**src/rtl/hilo_sequencer.sv**
```systemverilog
// Sequences a multi-cycle mult/div: start pulse, fixed-latency wait, HI/LO writeback.
// Also handles the mthi/mtlo writes and flags divide-by-zero before the datapath is started.
module hilo_sequencer #(
  parameter int LATENCY = 32
) (
  input  logic        clock,
  input  logic        reset,
  input  logic        start,
  input  logic        op,
  input  logic [31:0] regB_out,
  input  logic [31:0] hi_entrance,
  input  logic [31:0] lo_entrance,
  input  logic        wr_hi,
  input  logic        wr_lo,
  input  logic [31:0] wr_data,
  output logic        mdControl,
  output logic        md_start,
  output logic        busy,
  output logic        done,
  output logic        div_zero,
  output logic [31:0] hi_out,
  output logic [31:0] lo_out
);

  localparam logic [5:0] COUNT_LOAD = 6'(LATENCY - 1);

  typedef enum logic [1:0] {IDLE, RUN, WRITE} state_t;

  state_t      state, state_nxt;
  logic [5:0]  count, count_nxt;
  logic [31:0] hi_nxt, lo_nxt;
  logic        ctl_nxt, md_start_nxt, busy_nxt, done_nxt, div_zero_nxt;

  always_comb begin
    state_nxt    = state;
    count_nxt    = count;
    hi_nxt       = hi_out;
    lo_nxt       = lo_out;
    ctl_nxt      = mdControl;
    md_start_nxt = 1'b0;
    busy_nxt     = busy;
    done_nxt     = 1'b0;
    div_zero_nxt = 1'b0;
    case (state)
      IDLE: begin
        if (wr_hi) hi_nxt = wr_data;
        if (wr_lo) lo_nxt = wr_data;
        if (start) begin
          // A zero divisor never reaches the datapath; it is reported and dropped.
          if (op && (regB_out == 32'd0)) begin
            div_zero_nxt = 1'b1;
          end else begin
            ctl_nxt      = op;
            count_nxt    = COUNT_LOAD;
            md_start_nxt = 1'b1;
            busy_nxt     = 1'b1;
            state_nxt    = RUN;
          end
        end
      end
      RUN: begin
        if (count == 6'd0) state_nxt = WRITE;
        else               count_nxt = count - 6'd1;
      end
      WRITE: begin
        hi_nxt    = hi_entrance;
        lo_nxt    = lo_entrance;
        done_nxt  = 1'b1;
        busy_nxt  = 1'b0;
        state_nxt = IDLE;
      end
      default: begin
        state_nxt = IDLE;
        busy_nxt  = 1'b0;
      end
    endcase
  end

  always_ff @(posedge clock) begin
    if (reset) begin
      state     <= IDLE;
      count     <= 6'd0;
      hi_out    <= 32'd0;
      lo_out    <= 32'd0;
      mdControl <= 1'b0;
      md_start  <= 1'b0;
      busy      <= 1'b0;
      done      <= 1'b0;
      div_zero  <= 1'b0;
    end else begin
      state     <= state_nxt;
      count     <= count_nxt;
      hi_out    <= hi_nxt;
      lo_out    <= lo_nxt;
      mdControl <= ctl_nxt;
      md_start  <= md_start_nxt;
      busy      <= busy_nxt;
      done      <= done_nxt;
      div_zero  <= div_zero_nxt;
    end
  end

endmodule

```
**config.mk**
```make
export PLATFORM = sky130hd
export DESIGN_NAME = hilo_sequencer
export DESIGN_NICKNAME = d
export VERILOG_FILES = /design/src/rtl/hilo_sequencer.sv
export SDC_FILE = /design/constraint.sdc
export NUM_CORES = 1
export LEC_CHECK = 0
export BUFFER_PORTS_ARGS = -buffer_cell sky130_fd_sc_hd__buf_2
export CAP_MARGIN = 5
export CORE_AREA = 2 2 103 115
export CTS_BUF_LIST = sky130_fd_sc_hd__clkbuf_4 sky130_fd_sc_hd__clkbuf_8 sky130_fd_sc_hd__clkbuf_16
export DETAILED_ROUTE_END_ITERATION = 6
export DIE_AREA = 0 0 105 117
export PLACE_DENSITY = 0.7
export SYNTH_ARGS = -nofsm -noshare
export SYNTH_HDL_FRONTEND = slang
export SYNTH_SLANG_ARGS = --single-unit
```
**constraint.sdc**
```tcl
create_clock -name clock -period 2.3 [get_ports clock]
set_input_delay 0 -clock clock [delete_from_list [all_inputs] [get_ports clock]]
set_output_delay 0 -clock clock [all_outputs]
set_load 0.03 [all_outputs]
```
==> impl_metrics.csv, run 1 <==
group,metric,value,unit
status,status,"complete, no violations",
drt,vias,4278,
sta,setup_tns,0,ps
drt,drt_iter0_drc,174,
drt,dr.pass1.iters,4,
drt,wl,12600,um
synth,ys_seq_area_share,47.31,%
placed_design,dp_hpwl,7371,um
die,io_pins,203,
clock_tree,cts.sinks,77,
synth,syn_avg_cell_area,8.145,um2
die,die_h,117,um
die,core_area,11180,um2
worst_hold_path,worstHoldStart,"start",
clock_tree,cts-root-buf,"clkbuf_16",
cells_and_area,num_antenna_cells,0,
cells_and_area,mostFrequentLayoutCell,"buf_2",
pwr,ir_worst_vdd,0.3077,mV
clock_tree,clk_latency,330,ps
cells_and_area,drive_gt1_share,32.64,%
synth,synth_edf_count,0,
cells_and_area,final_util,54.13,%
sta,clock_skew,7.963,ps
setup_path,cp-end-kind,"flip-flop",
global_routing,grt_max_degree,65,
global_routing,antenna_found_initial,0,
synth,synth_nets,536,
pwr,power_density,727.6,nW/um2
clock_tree,cts_tree,"yes",
cells_and_area,final_cell_mix,"buf_2 (202), dlygate4sd3_1 (129), nand2_1 (103), dfxtp_1 (75), nor2_1 (73)",
die,die_x,105,um
pwr,p_seq_share,35.7,%
sta,max_freq,0.4743,GHz
global_routing,overflow,0,
drt,vias_per_cell,4.917,
pwr,p_sw,1.295,mW
pwr,intPower,3.110,mW
setup_path,arrival,2380,ps
clock_tree,cts_buffer_depth,2,
placed_design,numPortBuffers,202,
pwr,power_leakage,2.822,nW
clock_tree,postCtsSetupRepairBufs,0,
sta,tightest_slew,536.3,ps
pwr,p_sw_share,29.39,%
sta,fin_crit_sh,91.66,%
setup_path,cp.required,2570,ps
synth,synthDistinctLibCells,35,
die,dieArea,12290,um2
cells_and_area,area_growth,85.79,%
synth,syn_area,3258,um2
die,rows,41,
worst_hold_path,min_path_type,"input port to flip-flop",
cells_and_area,layout.nets,852,
pwr,clockPowerShare,36.7,%
setup_path,rr_startpoint,"state[0]",
setup_path,criticalPathCategory,"flip-flop to flip-flop",
sta,post-route-min-period,2108,ps
synth,ys_seq_elements,77,
synth,ys.flop_type,"dfxtp_1",
global_routing,grt_pass1_vias,4387,
setup_path,critPathMaxFanout,33,
setup_path,cp-startpoint,"state[0]",
clock_tree,htree_levels,3,
clock_tree,path_clk_slew,60,ps
sta,maxSlewHeadroom,63.97,%
sta,finalHoldViolCount,0,
sta,setup_violations,0,
placed_design,globalplace.congestion,0.7602,
drt,wl_per_cell,14.49,um
drt,final_antenna_net_count,0,
die,initial_utilization,29.13,%
clock_tree,cts-buffers-inserted,9,
drt,drc_errors,0,
pwr,combPwrFrac,27.7,%
sta,rsz0062_at_grt,"no",
sta,slew_viol_final,0,
synth,yosys_warnings,0,
placed_design,dp.cells,726,
global_routing,grt_use_total,20.09,%
run,maxCapViolations,0,
cells_and_area,instances_no_fill,870,
synth,syn_inst,400,
setup_path,cp-start-kind,"flip-flop",
synth,synth-async-reset-ratio,0,%
global_routing,grt_pass1_wl,19820,um
==> power groups by stage <==
stage / clock network [mW] / registers, mW / logic, mW
after floorplan: 0 / 1.83 / 0.373
after global placement: 0 / 1.59 / 0.930
after detailed placement: 0 / 1.60 / 0.946
after CTS: 1.65 / 1.57 / 1.19
after global routing: 1.71 / 1.59 / 1.31
final: 1.62 / 1.57 / 1.22
==> area by class of cell <==
cell class	instances	area [um2]
clock buffer	11	240.2
clock inverter	4	97.59
fill	1014	5130
inverter	3	11.26
multi-input combinational	287	1585
sequential	77	1544
tap	150	187.7
timing repair buffer	338	2387
==> synth_stat cells, types with 2 or more instances <==
cell type	count	share of area (%)
nand2_1	103	12
dfxtp_1	77	47
nor2_1	75	8.6
a311oi_1	66	18
clkbuf_1	27	3.1
nor4_1	7	1.3
nand2b_1	4	0.77
a21oi_1	3	0.46
buf_1	3	0.35
inv_1	3	0.35
nor3_1	3	0.46
a31oi_1	2	0.38
ha_1	2	0.77
nor2b_1	2	0.38
nor4b_1	2	0.54
o21a_1	2	0.46
==> metrics by stage <==
stage / hold WS, ps / total power [mW] / cell area (um2) / worst slack, ps
2_1_floorplan: 136.3 / 2.200 / 3258 / 522.6
3_3_place_gp: 259.5 / 2.522 / 4414 / 466.4
3_5_place_dp: 268.6 / 2.543 / 4414 / 412.4
4_1_cts: 53.92 / 4.405 / 6043 / 51.58
5_1_grt: 107.5 / 4.613 / 6053 / 83.96
6_report: 76.00 / 4.404 / 6053 / 191.7
==> final timing paths <==
| check | endpoint | slack, ps | cells after the start |
|---|---|---|---|
| max reg2reg | lo_out[14] | 190 | 5 |
| min | md_start | 80 | 3 |
| max | lo_out[14] | 190 | 5 |
| min reg2reg | busy | 470 | 1 |
==> sequential cells by signal, summed over array words and instances, names as in the netlist <==
signal,cells
hi_out,32
lo_out,32
count,6
state,2
busy,1
div_zero,1
done,1
mdControl,1
md_start,1
==> kinds of logic (layout without fill, tap and decap cells) <==
kind of cell | count (synthesis) | count (layout) | share of synthesized area, %
adder cells (fa/ha/maj) | 2 | 2 | 0.7679
flip-flops | 77 | 77 | 47.31
AND/OR/NAND/NOR | 204 | 204 | 26.08
XOR/XNOR | 1 | 1 | 0.2689
AO/OA/AOI/OAI | 80 | 80 | 20.85
buffers and inverters | 36 | 356 | 4.723
==> routing by layer <==
metal,global-route usage [%],routed length (um)
met1,20.68,4726
met2,37.97,6659
met3,5.371,832
met4,9.956,384
met5,0,0
==> worst max-delay path: stages (launching register included) <==
cell and delay (ps):
dfxtp_2 480, nand2b_1 170, buf_6 290, nand2_1 150, a311oi_1 330, dlygate4sd3_1 610
==> what timing repair did <==
item                       in CTS  in global routing
hold endpoints to repair       65                  0
gates resized for setup         0                  4
setup endpoints to repair       0                 62
hold buffers                  129                  0
No activity file was read; power rests on OpenSTA's default activity.
==> run 2: changes to the inputs <==
==> constraint.sdc (replaced) <==
create_clock -name clock -period 2.1 [get_ports clock]
set_input_delay 0 -clock clock [delete_from_list [all_inputs] [get_ports clock]]
set_output_delay 0 -clock clock [all_outputs]
set_load 0.03 [all_outputs]
==> impl_metrics.csv, run 2 (synthesized netlist as in run 1, its figures left out) <==
group,metric,value,unit
die,initial_utilization,29.13,%
cells_and_area,area_growth,79.68,%
sta,max_freq,0.5067,GHz
clock_tree,postCtsSetupRepairBufs,0,
global_routing,grt.met2_usage,36.88,%
setup_path,cp_num_buf_inv,2,
global_routing,antenna_found_initial,0,
sta,clock_skew,7.657,ps
clock_tree,cts.sinks,77,
pwr,power_density,790.7,nW/um2
setup_path,r2r_cells,6,
die,dieArea,12290,um2
clock_tree,cts-root-buf,"clkbuf_16",
sta,setup_violations,0,
sta,maxSlewHeadroom,46.33,%
cells_and_area,reg_top3,"hi_out: 32 flops, lo_out: 32 flops, count: 6 flops",
global_routing,busiest_layer,"met2",
setup_path,cp-end-kind,"flip-flop",
clock_tree,htree_levels,3,
global_routing,grt_pass1_vias,4304,
sta,post-route-min-period,1973,ps
clock_tree,cts-buffers-inserted,9,
die,die_x,105,um
sta,tightest_slew,805.1,ps
clock_tree,path_clk_slew,60,ps
cells_and_area,layout.nets,832,
drt,drc_errors,0,
pwr,ir_worst_vdd,0.3298,mV
status,status,"complete, no violations",
setup_path,cp-start-kind,"flip-flop",
sta,finalHoldViolCount,0,
setup_path,critPathSlowestCell,"dlygate4sd3_1",
placed_design,placed_area,4432,um2
sta,fin_crit_sh,93.98,%
die,core_area,11180,um2
setup_path,criticalPathCategory,"flip-flop to flip-flop",
sta,hold_slack,74.38,ps
cells_and_area,num_antenna_cells,0,
drt,drt_iter0_drc,178,
setup_path,crit_top_cell,"nor2_1",
die,die_h,117,um
die,io_pins,203,
drt,dr.pass1.iters,4,
setup_path,endpoint,"hi_out[2]",
setup_path,rrSetupSlack,130,ps
worst_hold_path,worstHoldStart,"start",
placed_design,dp_hpwl,7487,um
setup_path,cp.required,2370,ps
cells_and_area,design_area,5854,um2
global_routing,grt_pass1_wl,19850,um
cells_and_area,mostFrequentLayoutCell,"buf_2",
drt,vias_per_cell,4.938,
global_routing,met1_usage,21.13,%
setup_path,worst_path_largest_cell_delay,590,ps
clock_tree,cts_buffer_depth,2,
setup_path,path_delay_family,"buffers and inverters",
cells_and_area,final_util,52.35,%
setup_path,crit_chain,"nor2_1 > nor2_4 > buf_12 > nor2_1 > a311oi_1 > dlygate4sd3_1",
global_routing,overflow,0,
setup_path,arrival,2250,ps
drt,wl,12730,um
worst_hold_path,min_path_type,"input port to flip-flop",
setup_path,cp-startpoint,"state[1]",
placed_design,numPortBuffers,202,
global_routing,grt_use_total,20.08,%
clock_tree,cts_tree,"yes",
sta,slew_viol_final,0,
clock_tree,clk_latency,320,ps
sta,setup_tns,0,ps
sta,rsz0062_at_grt,"no",
global_routing,grt_max_degree,65,
placed_design,globalplace.congestion,0.7506,
setup_path,critPathMaxFanout,64,
drt,final_antenna_net_count,0,
drt,vias,4202,
global_routing,grtUsageMet3,5.482,%
setup_path,cp.depth,6,
pwr,power_leakage,2.672,nW
drt,wl_per_cell,14.96,um
die,rows,41,
cells_and_area,final_cell_mix,"buf_2 (202), dlygate4sd3_1 (110), nand2_1 (103), dfxtp_1 (75), nor2_1 (73)",
setup_path,rr_startpoint,"state[1]",
setup_path,reg2reg_to,"hi_out[2]",
cells_and_area,drive_gt1_share,33.52,%
run,maxCapViolations,0,
run 2: worst min-delay path, stage by stage:
cell      delay (ps)
buf_2            100
nand2b_1         170
nor4_1            70
run 2: power by group:
| group | total [mW] | leakage [nW] | switching (mW) | internal [mW] |
|---|---|---|---|---|
| clock network | 1.64 | 0.156 | 0.591 | 1.05 |
| logic | 1.26 | 1.88 | 0.722 | 0.538 |
| registers | 1.72 | 0.639 | 0.103 | 1.62 |
| total | 4.63 | 2.67 | 1.42 | 3.21 |
run 2: layout make-up:
| cell class | instances | area [um2] |
|---|---|---|
| sequential | 77 | 1544 |
| inverter | 3 | 11.26 |
| clock buffer | 10 | 232.7 |
| timing repair buffer | 318 | 2207 |
| fill | 1008 | 5329 |
| tap | 150 | 187.7 |
| multi-input combinational | 287 | 1585 |
| clock inverter | 6 | 86.33 |
run 2: worst min-delay path by stage:
stage | endpoint | slack [ps] | cells after the start
finish | md_start | 70 | 3
global route | md_start | 110 | 3
CTS | md_start | 50 | 3
detailed placement | mdControl | 270 | 3
global placement | mdControl | 260 | 3
floorplan | mdControl | 140 | 2
run 2: per-layer routing:
metal / vias up / wire, um
met5: - / 0
met4: 0 / 348
met3: 32 / 798
met2: 191 / 6643
met1: 1946 / 4938
li1: 2033 / -
run 2: what timing repair did:
item | in CTS | in global routing
endpoints found under the hold margin | 65 | 0
hold buffers | 110 | 0
endpoints found under the setup margin | 0 | 24
gates resized for setup | 0 | 2
run 2: stage by stage:
stage                     total power [mW]  worst slack (ps)  std cells
final                                4.629             126.5        851
after global routing                 4.854             10.01        851
after floorplan                      2.409             322.6        400
after global placement               2.767             252.8        725
after detailed placement             2.797             167.0        725
after CTS                            4.648             30.72        851
==> run 3: changes to the inputs <==
--- a/config.mk
+++ b/config.mk
@@ -7,11 +7,11 @@
 export LEC_CHECK = 0
 export BUFFER_PORTS_ARGS = -buffer_cell sky130_fd_sc_hd__buf_2
 export CAP_MARGIN = 5
-export CORE_AREA = 2 2 103 115
+export CORE_AREA = 2 2 90 100
 export CTS_BUF_LIST = sky130_fd_sc_hd__clkbuf_4 sky130_fd_sc_hd__clkbuf_8 sky130_fd_sc_hd__clkbuf_16
 export DETAILED_ROUTE_END_ITERATION = 6
-export DIE_AREA = 0 0 105 117
-export PLACE_DENSITY = 0.7
+export DIE_AREA = 0 0 92 102
+export PLACE_DENSITY = 0.78
 export SYNTH_ARGS = -nofsm -noshare
 export SYNTH_HDL_FRONTEND = slang
 export SYNTH_SLANG_ARGS = --single-unit
==> impl_metrics.csv, run 3 (synthesized netlist as in run 1, its figures left out) <==
group,metric,value,unit
status,status,"complete, no violations",
setup_path,cp_num_buf_inv,3,
clock_tree,path_clk_slew,80,ps
setup_path,critPathMaxFanout,18,
pwr,power,3.984,mW
clock_tree,cts.sinks,77,
run,maxCapViolations,0,
sta,tightest_slew,662.8,ps
cells_and_area,fillers,657,
sta,setup_ws,93.01,ps
clock_tree,cts_buffer_depth,2,
sta,slew_viol_final,0,
setup_path,arrival,2300,ps
clock_tree,htree_levels,3,
setup_path,cp.depth,6,
die,die_h,102,um
placed_design,numPortBuffers,202,
worst_hold_path,min_path_type,"input port to flip-flop",
drt,vias_per_cell,5.236,
die,die_x,92,um
global_routing,antenna_found_initial,0,
die,io_pins,203,
sta,fin_crit_sh,95.57,%
placed_design,place_ws,204.3,ps
setup_path,criticalPathCategory,"flip-flop to flip-flop",
cells_and_area,final_cell_mix,"buf_2 (202), dlygate4sd3_1 (116), nand2_1 (103), dfxtp_1 (75), nor2_1 (73)",
setup_path,path_delay_family,"buffers and inverters",
pwr,power_leakage,2.649,nW
cells_and_area,layout.nets,843,
pwr,ir_worst_vdd,0.3081,mV
drt,final_antenna_net_count,0,
sta,rsz0062_at_grt,"yes",
clock_tree,cts-root-buf,"clkbuf_8",
global_routing,grt_use_total,26.72,%
setup_path,cp-start-kind,"flip-flop",
clock_tree,clk_latency,360,ps
placed_design,dp_hpwl,7584,um
global_routing,grt_pass1_wl,19890,um
setup_path,critPathSlowestCell,"dlygate4sd3_1",
setup_path,worst_path_largest_cell_delay,590,ps
cells_and_area,reg_top3,"hi_out: 32 flops, lo_out: 32 flops, count: 6 flops",
drt,wl,12930,um
setup_path,cp-startpoint,"state[0]",
clock_tree,cts-buffers-inserted,9,
drt,vias,4309,
setup_path,reg2reg_to,"hi_out[24]",
sta,setup_tns,0,ps
global_routing,overflow,0,
die,dieArea,9384,um2
sta,finalHoldViolCount,0,
sta,max_freq,0.4983,GHz
setup_path,rrSetupSlack,90,ps
sta,post-route-min-period,2007,ps
setup_path,endpoint,"hi_out[24]",
setup_path,cp-end-kind,"flip-flop",
global_routing,grt_pass1_vias,4327,
cells_and_area,area_growth,75.81,%
setup_path,rr_startpoint,"state[0]",
pwr,power_density,695.6,nW/um2
cells_and_area,drive_gt1_share,33.71,%
sta,clock_skew,13.13,ps
cells_and_area,num_antenna_cells,0,
setup_path,r2r_cells,6,
cells_and_area,mostFrequentLayoutCell,"buf_2",
sta,setup_violations,0,
drt,wl_per_cell,15.71,um
die,core_area,8320,um2
placed_design,globalplace.congestion,0.8503,
die,initial_utilization,39.16,%
sta,maxSlewHeadroom,55.81,%
drt,drc_errors,0,
clock_tree,cts_tree,"yes",
setup_path,cp.required,2390,ps
die,rows,35,
sta,hold_slack,8.275,ps
global_routing,grt_max_degree,41,
drt,dr.pass1.iters,5,
cells_and_area,final_util,68.84,%
setup_path,crit_chain,"buf_4 > nand2b_1 > buf_6 > nand2_1 > a311oi_1 > dlygate4sd3_1",
drt,drt_iter0_drc,167,
## run 3: changes by cell type in the layout (fill, tap and decap cells not counted)
cell / previous run / this run
buf_12: 4 / 1
dlygate4sd3_1: 110 / 116
clkinv_2: 2 / 4
buf_6: 0 / 4
clkbuf_8: 0 / 9
clkbuf_16: 9 / 0
bufinv_16: 2 / 0
inv_6: 1 / 0
clkinvlp_4: 1 / 3
buf_4: 2 / 6
clkbuf_4: 1 / 0
## run 3: area by class of cell
cell class | count | area [um2] | share of cell area, %
repair buffers | 329 | 2282 | 39.84
multi-input cells | 287 | 1585 | 27.68
clock buffers | 9 | 123.9 | 2.163
inverters | 3 | 11.26 | 0.1966
well taps | 111 | 138.9 | 2.425
flip-flops and latches | 77 | 1544 | 26.96
clock inverters | 7 | 42.54 | 0.7427
## run 3: what timing repair did
item,CTS,global route
resized for setup,0,6
endpoints found under the hold margin,65,0
buffers inserted,0,0
setup endpoints to repair,0,29
hold buffers,116,0
## run 3: worst reg2reg max path, cell delays in order (launching register included)
cell and delay, ps:
dfxtp_2 400, buf_4 180, nand2b_1 170, buf_6 210, nand2_1 120, a311oi_1 290
dlygate4sd3_1 590
## run 3: how the worst min path moves through the flow
stage | start | to | cells past startpoint
2_1_floorplan | op | mdControl | 2
4_1_cts | wr_data[0] | hi_out[0] | 3
3_3_place_gp | lo_entrance[13] | lo_out[13] | 3
6_report | wr_data[0] | hi_out[0] | 3
5_1_grt | wr_data[0] | lo_out[0] | 3
3_5_place_dp | lo_entrance[13] | lo_out[13] | 3
## run 3: through the flow
step                cell area, um2  cells
floorplan                     3258    400
global placement              4383    691
detailed placement            4383    691
CTS                           5710    823
global route                  5728    823
finish                        5728    823
## run 3: report_power, final
group | switching [mW] | internal (mW) | leakage (nW) | total, mW
combinational | 0.732 | 0.550 | 1.93 | 1.28
sequential | 0.0995 | 1.62 | 0.639 | 1.72
clock | 0.564 | 0.420 | 0.0808 | 0.984
total | 1.40 | 2.59 | 2.65 | 3.98
## run 3: per-layer routing
metal | track usage (%) | vias up | wire, um
li1 | - | 2043 | -
met1 | 27.81 | 1979 | 4701
met2 | 50.40 | 241 | 6820
met3 | 5.678 | 46 | 928
met4 | 14.58 | 0 | 480
met5 | 0 | - | 0
